===== config.mk =====
export PLATFORM = sky130hd
export DESIGN_NAME = fw_hazard_unit
export DESIGN_NICKNAME = d
export VERILOG_FILES = /design/src/rtl/fw_hazard_unit_pkg.sv /design/src/rtl/fw_match.sv /design/src/rtl/fw_hazard_unit.sv
export SDC_FILE = /design/constraint.sdc
export NUM_CORES = 1
export LEC_CHECK = 0
export ABC_AREA = 1
export BUFFER_PORTS_ARGS = -buffer_cell sky130_fd_sc_hd__buf_4
export CAP_MARGIN = 0
export CORE_MARGIN = 5
export CORE_UTILIZATION = 40
export CTS_CLUSTER_SIZE = 20
export DETAILED_ROUTE_END_ITERATION = 16
export GPL_TIMING_DRIVEN = 0
export PLACE_DENSITY = 0.6
export SYNTH_ARGS = -nofsm -noshare
export SYNTH_HDL_FRONTEND = slang
export SYNTH_SLANG_ARGS = --single-unit

===== constraint.sdc =====
create_clock -name clk -period 2.7 [get_ports clk]
set_input_delay 0.135 -clock clk [delete_from_list [all_inputs] [get_ports clk]]
set_output_delay 0.135 -clock clk [all_outputs]
set_load 0.05 [all_outputs]

===== src/rtl/fw_hazard_unit_pkg.sv =====
// rtl/fw_hazard_unit_pkg.sv - shared types, defaults and helpers for the forwarding/hazard unit
package fw_hazard_unit_pkg;

  localparam int NUM_SRC_DEF    = 2;
  localparam int FW_DEPTH_DEF   = 2;
  localparam int REG_ADDR_W_DEF = 5;
  localparam int SEL_W_DEF      = $clog2(FW_DEPTH_DEF + 1);
  localparam int STG_W_DEF      = SEL_W_DEF;

  typedef logic [SEL_W_DEF-1:0] fw_sel_t;

  localparam fw_sel_t FW_SEL_REGFILE = '0;

  typedef struct packed {
    logic                      valid;
    logic [REG_ADDR_W_DEF-1:0] rd;
    logic [STG_W_DEF-1:0]      rdy_stage;
  } fw_entry_t;

  function automatic int sel_width(input int depth);
    return $clog2(depth + 1);
  endfunction

  // Out-of-range ready stages are pessimistically pushed to the last stage.
  function automatic int norm_rdy(input int stg, input int depth);
    return (stg < 1 || stg > depth) ? depth : stg;
  endfunction

endpackage


===== src/rtl/fw_match.sv =====
// rtl/fw_match.sv - youngest-first producer matcher for one source operand
module fw_match
  import fw_hazard_unit_pkg::*;
#(
  parameter int FW_DEPTH   = 2,
  parameter int REG_ADDR_W = 5,
  parameter int SEL_W      = 2
) (
  input  logic                           used,
  input  logic [REG_ADDR_W-1:0]          addr,
  input  logic [FW_DEPTH-1:0]            trk_valid,
  input  logic [FW_DEPTH*REG_ADDR_W-1:0] trk_rd,
  input  logic [FW_DEPTH*SEL_W-1:0]      trk_rdy,
  output logic [SEL_W-1:0]               sel,
  output logic                           hazard
);

  // Scan oldest to youngest so the youngest match is the last one written.
  always_comb begin
    sel    = SEL_W'(FW_SEL_REGFILE);
    hazard = 1'b0;
    if (used && addr != '0) begin
      for (int j = FW_DEPTH - 1; j >= 0; j--) begin
        if (trk_valid[j] && trk_rd[j*REG_ADDR_W +: REG_ADDR_W] == addr) begin
          if (trk_rdy[j*SEL_W +: SEL_W] <= SEL_W'(j + 1)) begin
            sel    = SEL_W'(j + 1);
            hazard = 1'b0;
          end else begin
            sel    = SEL_W'(FW_SEL_REGFILE);
            hazard = 1'b1;
          end
        end
      end
    end
  end

endmodule


===== src/rtl/fw_hazard_unit.sv =====
// rtl/fw_hazard_unit.sv - in-flight write tracker, per-source forward select and load-use stall
module fw_hazard_unit
  import fw_hazard_unit_pkg::*;
#(
  parameter int  NUM_SRC    = NUM_SRC_DEF,
  parameter int  FW_DEPTH   = FW_DEPTH_DEF,
  parameter int  REG_ADDR_W = REG_ADDR_W_DEF,
  localparam int SEL_W      = sel_width(FW_DEPTH),
  localparam int STG_W      = SEL_W
) (
  input  logic                          clk,
  input  logic                          rst_n,
  input  logic                          id_valid,
  input  logic [NUM_SRC*REG_ADDR_W-1:0] id_src_addr,
  input  logic [NUM_SRC-1:0]            id_src_used,
  input  logic [REG_ADDR_W-1:0]         id_rd_addr,
  input  logic                          id_rd_we,
  input  logic [STG_W-1:0]              id_rdy_stage,
  output logic                          id_ready,
  input  logic                          pipe_freeze,
  input  logic                          ex_flush,
  output logic                          ex_valid,
  output logic [NUM_SRC*SEL_W-1:0]      ex_src_sel
);

  logic [FW_DEPTH-1:0]            trk_valid;
  logic [FW_DEPTH*REG_ADDR_W-1:0] trk_rd;
  logic [FW_DEPTH*STG_W-1:0]      trk_rdy;
  logic [NUM_SRC-1:0]             src_haz;
  logic [NUM_SRC*SEL_W-1:0]       src_sel;
  logic                           hazard;
  logic                           accept;
  logic                           id_we_eff;
  logic [STG_W-1:0]               rdy_norm;

  for (genvar s = 0; s < NUM_SRC; s++) begin : g_src
    fw_match #(
      .FW_DEPTH   (FW_DEPTH),
      .REG_ADDR_W (REG_ADDR_W),
      .SEL_W      (SEL_W)
    ) u_match (
      .used      (id_src_used[s]),
      .addr      (id_src_addr[s*REG_ADDR_W +: REG_ADDR_W]),
      .trk_valid (trk_valid),
      .trk_rd    (trk_rd),
      .trk_rdy   (trk_rdy),
      .sel       (src_sel[s*SEL_W +: SEL_W]),
      .hazard    (src_haz[s])
    );
  end

  assign hazard    = id_valid & (|src_haz);
  assign id_ready  = !pipe_freeze && !hazard;
  assign accept    = id_valid && !hazard && !ex_flush;
  assign id_we_eff = id_rd_we && (id_rd_addr != '0);
  assign rdy_norm  = STG_W'(norm_rdy(int'(id_rdy_stage), FW_DEPTH));

  always_ff @(posedge clk or negedge rst_n) begin
    if (!rst_n) begin
      trk_valid  <= '0;
      trk_rd     <= '0;
      trk_rdy    <= '0;
      ex_valid   <= 1'b0;
      ex_src_sel <= '0;
    end else if (!pipe_freeze) begin
      // A flush kills the EX instruction as it moves into stage 1.
      for (int k = FW_DEPTH - 1; k >= 1; k--) begin
        trk_valid[k]                        <= trk_valid[k-1] && !(k == 1 && ex_flush);
        trk_rd[k*REG_ADDR_W +: REG_ADDR_W]  <= trk_rd[(k-1)*REG_ADDR_W +: REG_ADDR_W];
        trk_rdy[k*STG_W +: STG_W]           <= trk_rdy[(k-1)*STG_W +: STG_W];
      end
      if (accept) begin
        trk_valid[0]            <= id_we_eff;
        trk_rd[0 +: REG_ADDR_W] <= id_rd_addr;
        trk_rdy[0 +: STG_W]     <= rdy_norm;
        ex_valid                <= 1'b1;
        ex_src_sel              <= src_sel;
      end else begin
        trk_valid[0] <= 1'b0;
        ex_valid     <= 1'b0;
        ex_src_sel   <= '0;
      end
    end
  end

endmodule


Word-level counts from Yosys, hierarchy flattened
Index checks and enable logic that the tools add are counted.
{"block": "word_totals", "regBits": 21, "in_bits": 25, "wordCells": 57}
{"block": "classes", "n_lt_le_gt_ge": 4, "n_eq_ne": 4, "mux": 20, "n_bitwise": 2, "n_reduce_logical": 20}
{"cell": "5-bit == test", "count": 4}
{"cell": "2-bit two-way mux", "count": 8}
{"cell": "5-bit nonzero test", "count": 3}
{"cell": "1-bit logical AND", "count": 11}
{"cell": "1-bit two-way mux", "count": 11}
{"cell": "4-bit two-way mux", "count": 1}
{"cell": "1-bit logical NOT", "count": 3}
{"cell": "2-bit greater-than comparator (second input constant)", "count": 1}
{"cell": "2-bit by 1-bit <= comparator with 1-bit output (second input constant)", "count": 1}
{"cell": "2-bit <= comparator (second input constant)", "count": 1}
{"cell": "2-bit by 1-bit < comparator with 1-bit output (second input constant)", "count": 1}
{"cell": "2-bit AND reduction", "count": 1}
{"cell": "2-bit OR reduction", "count": 1}
{"cell": "1-bit bitwise AND", "count": 1}
{"cell": "1-bit logical OR", "count": 1}
{"cell": "1-bit NOT", "count": 1}

Longest topological paths before layout
{"block": "logic_depth", "ltp_word": 11, "ltp_mapped": 11}

Cells and area by module
A second synthesis with hierarchy kept.
{"block": "hier_totals", "hier_cells": 225, "area_unflattened_um2": 1406.3}
{"module": "fw_hazard_unit", "instances": 1, "cells_each": 95, "area_per_inst_um2": 868.3, "seq_area_each_um2": 525.5}
{"module": "fw_match", "instances": 2, "cells_each": 65, "area_per_inst_um2": 269.0, "seq_area_each_um2": 0.0}

Worst setup path before layout
No wires, ideal clock.
{"block": "synth_path", "path_kind": "register to output", "start": "register trk_rd[3]", "end": "output id_ready", "arrival_time_ns": 1.788, "setup_slack_ns": 0.777, "stages_incl_launch_ff": 10, "cell_sequence": "dfrtp_1 nand2_1 nand2_1 nor2_1 nand3_2 nor2_2 nor2_1 nand2_4 nand2_1 a21oi_1"}
{"block": "synth_between", "elab_chain_len": 8, "elab_cells_between_ends": 12}
{"item": "from (decl)", "line_no": "fw_hazard_unit.sv:27", "source": "logic [FW_DEPTH*REG_ADDR_W-1:0] trk_rd;"}
{"item": "from (signal, indexed assignment)", "line_no": "fw_hazard_unit.sv:69", "source": "trk_rd[k*REG_ADDR_W +: REG_ADDR_W] <= trk_rd[(k-1)*REG_ADDR_W +: REG_ADDR_W];"}
{"item": "from (signal, indexed assignment)", "line_no": "fw_hazard_unit.sv:74", "source": "trk_rd[0 +: REG_ADDR_W] <= id_rd_addr;"}
{"item": "5-bit == test", "line_no": "fw_match.sv:24", "source": "if (trk_valid[j] && trk_rd[j*REG_ADDR_W +: REG_ADDR_W] == addr) begin"}
{"item": "1-bit logical AND", "line_no": "fw_match.sv:24"}
{"item": "1-bit two-way mux", "line_no": "fw_match.sv:24"}
{"item": "1-bit two-way mux", "line_no": "fw_match.sv:22", "source": "if (used && addr != '0) begin"}
{"item": "2-bit OR reduction *", "line_no": "fw_hazard_unit.sv:52", "source": "assign hazard = id_valid & (|src_haz);"}
{"item": "1-bit bitwise AND *", "line_no": "fw_hazard_unit.sv:52"}
{"item": "1-bit logical NOT *", "line_no": "fw_hazard_unit.sv:53", "source": "assign id_ready = !pipe_freeze && !hazard;"}
{"item": "1-bit logical AND *", "line_no": "fw_hazard_unit.sv:53"}
{"item": "to (decl)", "line_no": "fw_hazard_unit.sv:19", "source": "output logic id_ready,"}
Mark *: on every way between the ends. The rest lies on a longest branch, timed or not.

Final worst setup path
{"block": "layout_path", "start": "register trk_rd[1]", "end": "output id_ready"}
The elaborated chain is that of the path after synthesis.

==> key figures <==
Timing
  • Fin crit share: 0.7481
  • RSZ-0062 raised after global routing: no
  • Normalized max-slew margin: 0.6559
  • Fmax: 495.1 MHz
  • Fin Setup TNS: 0 ns
  • Final hold violations: 0
  • Minimum clock period: 2.020 ns
  • Worst Skew: 0.007371 ns
  • Max Slew Vio Count: 0
  • Worst slew pin tran: 0.5162 ns
  • Final-report setup violation count: 0

Synthesis
  • Post-Syn Area: 0.001401 mm²
  • Synth cell types: 27
  • FF+latch count, synth: 21
  • FFs w/ async S/R, synth: 1.000
  • Ys Warns: 0
  • Number of synthesized flops with an enable pin: 0
  • Sequential cell area fraction in the yosys report: 0.3750
  • Top-area cell type share of the netlist area: 0.3750
  • Syn Inst Count: 200
  • Main synth FF type: dfrtp_1
  • Count leader, synth: nand2_1
  • Post-synth top cells: nand2_1 (79), dfrtp_1 (21), inv_1 (19)
  • Cell accounting for the most synthesized area: dfrtp_1
  • Top post-synthesis cells by area: dfrtp_1 (38%), nand2_1 (21%), nand4_1 (5.8%)
  • Mapped Nets: 225
  • Mean area per synthesized cell: 7.007 µm²

Power and ir drop
  • Leak: 0.0009548 µW
  • VDD IR max: 212.0 µV
  • Pwr/cell area: 431.7 mW/mm²

Route
  • Vias: 1319
  • Via/cell ratio: 4.694
  • DR pass1 iterations: 4
  • DR iter-0 viols: 96
  • Drt drc: 0
  • Detail Route Antenna Nets: 0
  • Routed len/inst: 12.08 µm
  • Total wire length: 3395 µm

Clock network
  • Post-CTS Resized: 0
  • CTS Buf Count: 3
  • Post-CTS setup buffer count: 0
  • CTS tree: yes
  • CTS clk-pin slew, worst paths: 0.12 ns
  • Skew-Pair Late Insertion Delay: 0.31 ns
  • Clock buffer depth: 2
  • TritonCTS sink count: 21
  • H-tree levels: 1
  • Hold_buf cts: 1
  • CTS root buf: clkbuf_4

Worst setup path
  • CP required: 2.57 ns
  • Nature of the critical path endpoint: output pin
  • Crit Path Category: register to output pin
  • Crit Path Max Fanout: 5
  • FF-to-FF path depth: 11
  • Critical Path Source Type: register
  • Arrival @ worst endpoint: 1.88 ns

Layout
  • Final Non-Filler Cells: 281
  • Proportion of layout cells with a drive suffix above 1: 0.2468
  • Ant diodes: 0
  • Area grow syn2layout: 22.86%
  • Nets: 261

Place
  • DP Cell Count: 276
  • GPL Wtd Cong: 0.9296
  • Half-perimeter wire length after detailed placement: 2698 µm
  • Port buffer count: 30

Die
  • Die Wd: 69.19 µm
  • Die area: 0.004787 mm²
  • Core Region: 0.003363 mm²
  • # rows: 21
  • # IOs: 31
  • Starting density of the core: 0.4167
  • Die Ht: 69.19 µm

Global routing
  • Number of global-route vias before repair: 1237
  • GRT Util Overall: 0.1555
  • Initial antenna violation count: 0
  • GRT overflow: 0
  • Largest net degree at the start of global routing: 22
  • First-pass GRT wire length: 5982 µm

Job
  • Max Cap Violations: 0

Hold path
  • Worst hold path class: input port to register
  • Hold path cells: 3

Status
  • Status: finished clean
[layout by cell type (no fill, tap or decap), types with 2 or more instances in the layout]
cell	netlist	final
clkbuf_1	2	2
clkbuf_4	0	3
mux2_2	2	2
nand4_1	13	13
xnor2_1	2	2
nor2_1	18	18
nand3_2	2	2
dfrtp_1	21	21
nand2_1	79	79
o21ai_0	8	8
nor2_2	4	4
nor3_1	2	2
inv_1	19	19
nand2_4	2	2
inv_2	6	6
nand3_1	5	5
buf_4	1	31
a21oi_1	4	4
[area by class of cell]
class / instances / area, µm²
buffer: 5 / 41.29
clock buffer: 3 / 22.52
clock inverter: 1 / 5.005
fill: 367 / 1642
inverter: 25 / 93.84
multi-input combinational: 149 / 740.7
sequential: 21 / 525.5
tap: 46 / 57.56
timing repair buffer: 31 / 235.2
[worst paths after layout]
| kind | slack (ns) | start | endpoint |
|---|---|---|---|
| worst min register to register | 0.49 | trk_rdy[0]$_DFFE_PN0P_ | trk_rdy[0]$_DFFE_PN0P_ |
| max in group asynchronous | 2.23 | rst_n | trk_rd[0]$_DFFE_PN0P_ |
| worst min-delay path | 0.09 | id_rd_addr[1] | trk_rd[1]$_DFFE_PN0P_ |
| min in group asynchronous | 0.25 | rst_n | trk_rdy[1]$_DFFE_PN0P_ |
| worst max-delay path | 0.68 | trk_rd[1]$_DFFE_PN0P_ | id_ready |
| worst max register to register | 1.14 | trk_rd[1]$_DFFE_PN0P_ | trk_rdy[0]$_DFFE_PN0P_ |
[power breakdown]
group,internal [µW],switching (µW)
registers,351,41.3
logic,83.6,112
clock network,55.3,100
[state kept, by name, indices dropped and copies added, names as in the netlist]
signal and flops:
trk_rdy 4, trk_rd 10, ex_valid 1, ex_src_sel 4, trk_valid 2
[per-stage QoR]
| stage | util | power, µW | hold WS (ns) | instance area (µm²) | setup WS, ns |
|---|---|---|---|---|---|
| final | 0.5119 | 743.3 | 0.08930 | 1722 | 0.6802 |
| after global routing | 0.5119 | 803.3 | 0.08517 | 1722 | 0.5464 |
| after CTS | 0.5119 | 753.0 | 0.07925 | 1722 | 0.6512 |
| after detailed placement | 0.5007 | 594.8 | 0.04250 | 1684 | 1.016 |
| after global placement | 0.5007 | 593.4 | 0.04171 | 1684 | 1.018 |
| after floorplan | - | 517.7 | -0.1606 | 1401 | 0.7767 |
[worst max-delay path, cell delays in order, from the launching register on]
cell and delay [ns]:
dfrtp_1 0.43, inv_2 0.06, nand2_1 0.05, nand2_1 0.04, nor2_1 0.17, nand3_2 0.16, nor2_2 0.10, nor2_1 0.06
nand2_4 0.10, nand2_1 0.06, a21oi_1 0.12, buf_4 0.22
[logic make-up (layout without fill, tap and decap cells)]
group	Yosys count	in the layout	share of synthesized area
buffers and inverters	30	65	0.09643
AO/OA/AOI/OAI	15	15	0.06608
multiplexers	2	2	0.01607
XOR/XNOR	2	2	0.01250
flip-flops	21	21	0.3750
AND/OR/NAND/NOR	130	130	0.4339
[routing by layer]
metal	vias up	routed length, µm	global-route usage
li1	707	-	-
met1	585	1682	0.2202
met2	23	1577	0.2415
met3	4	100	0.02754
met4	0	34	0.04555
met5	-	0	0
No activity file was read; power rests on OpenSTA's default activity.
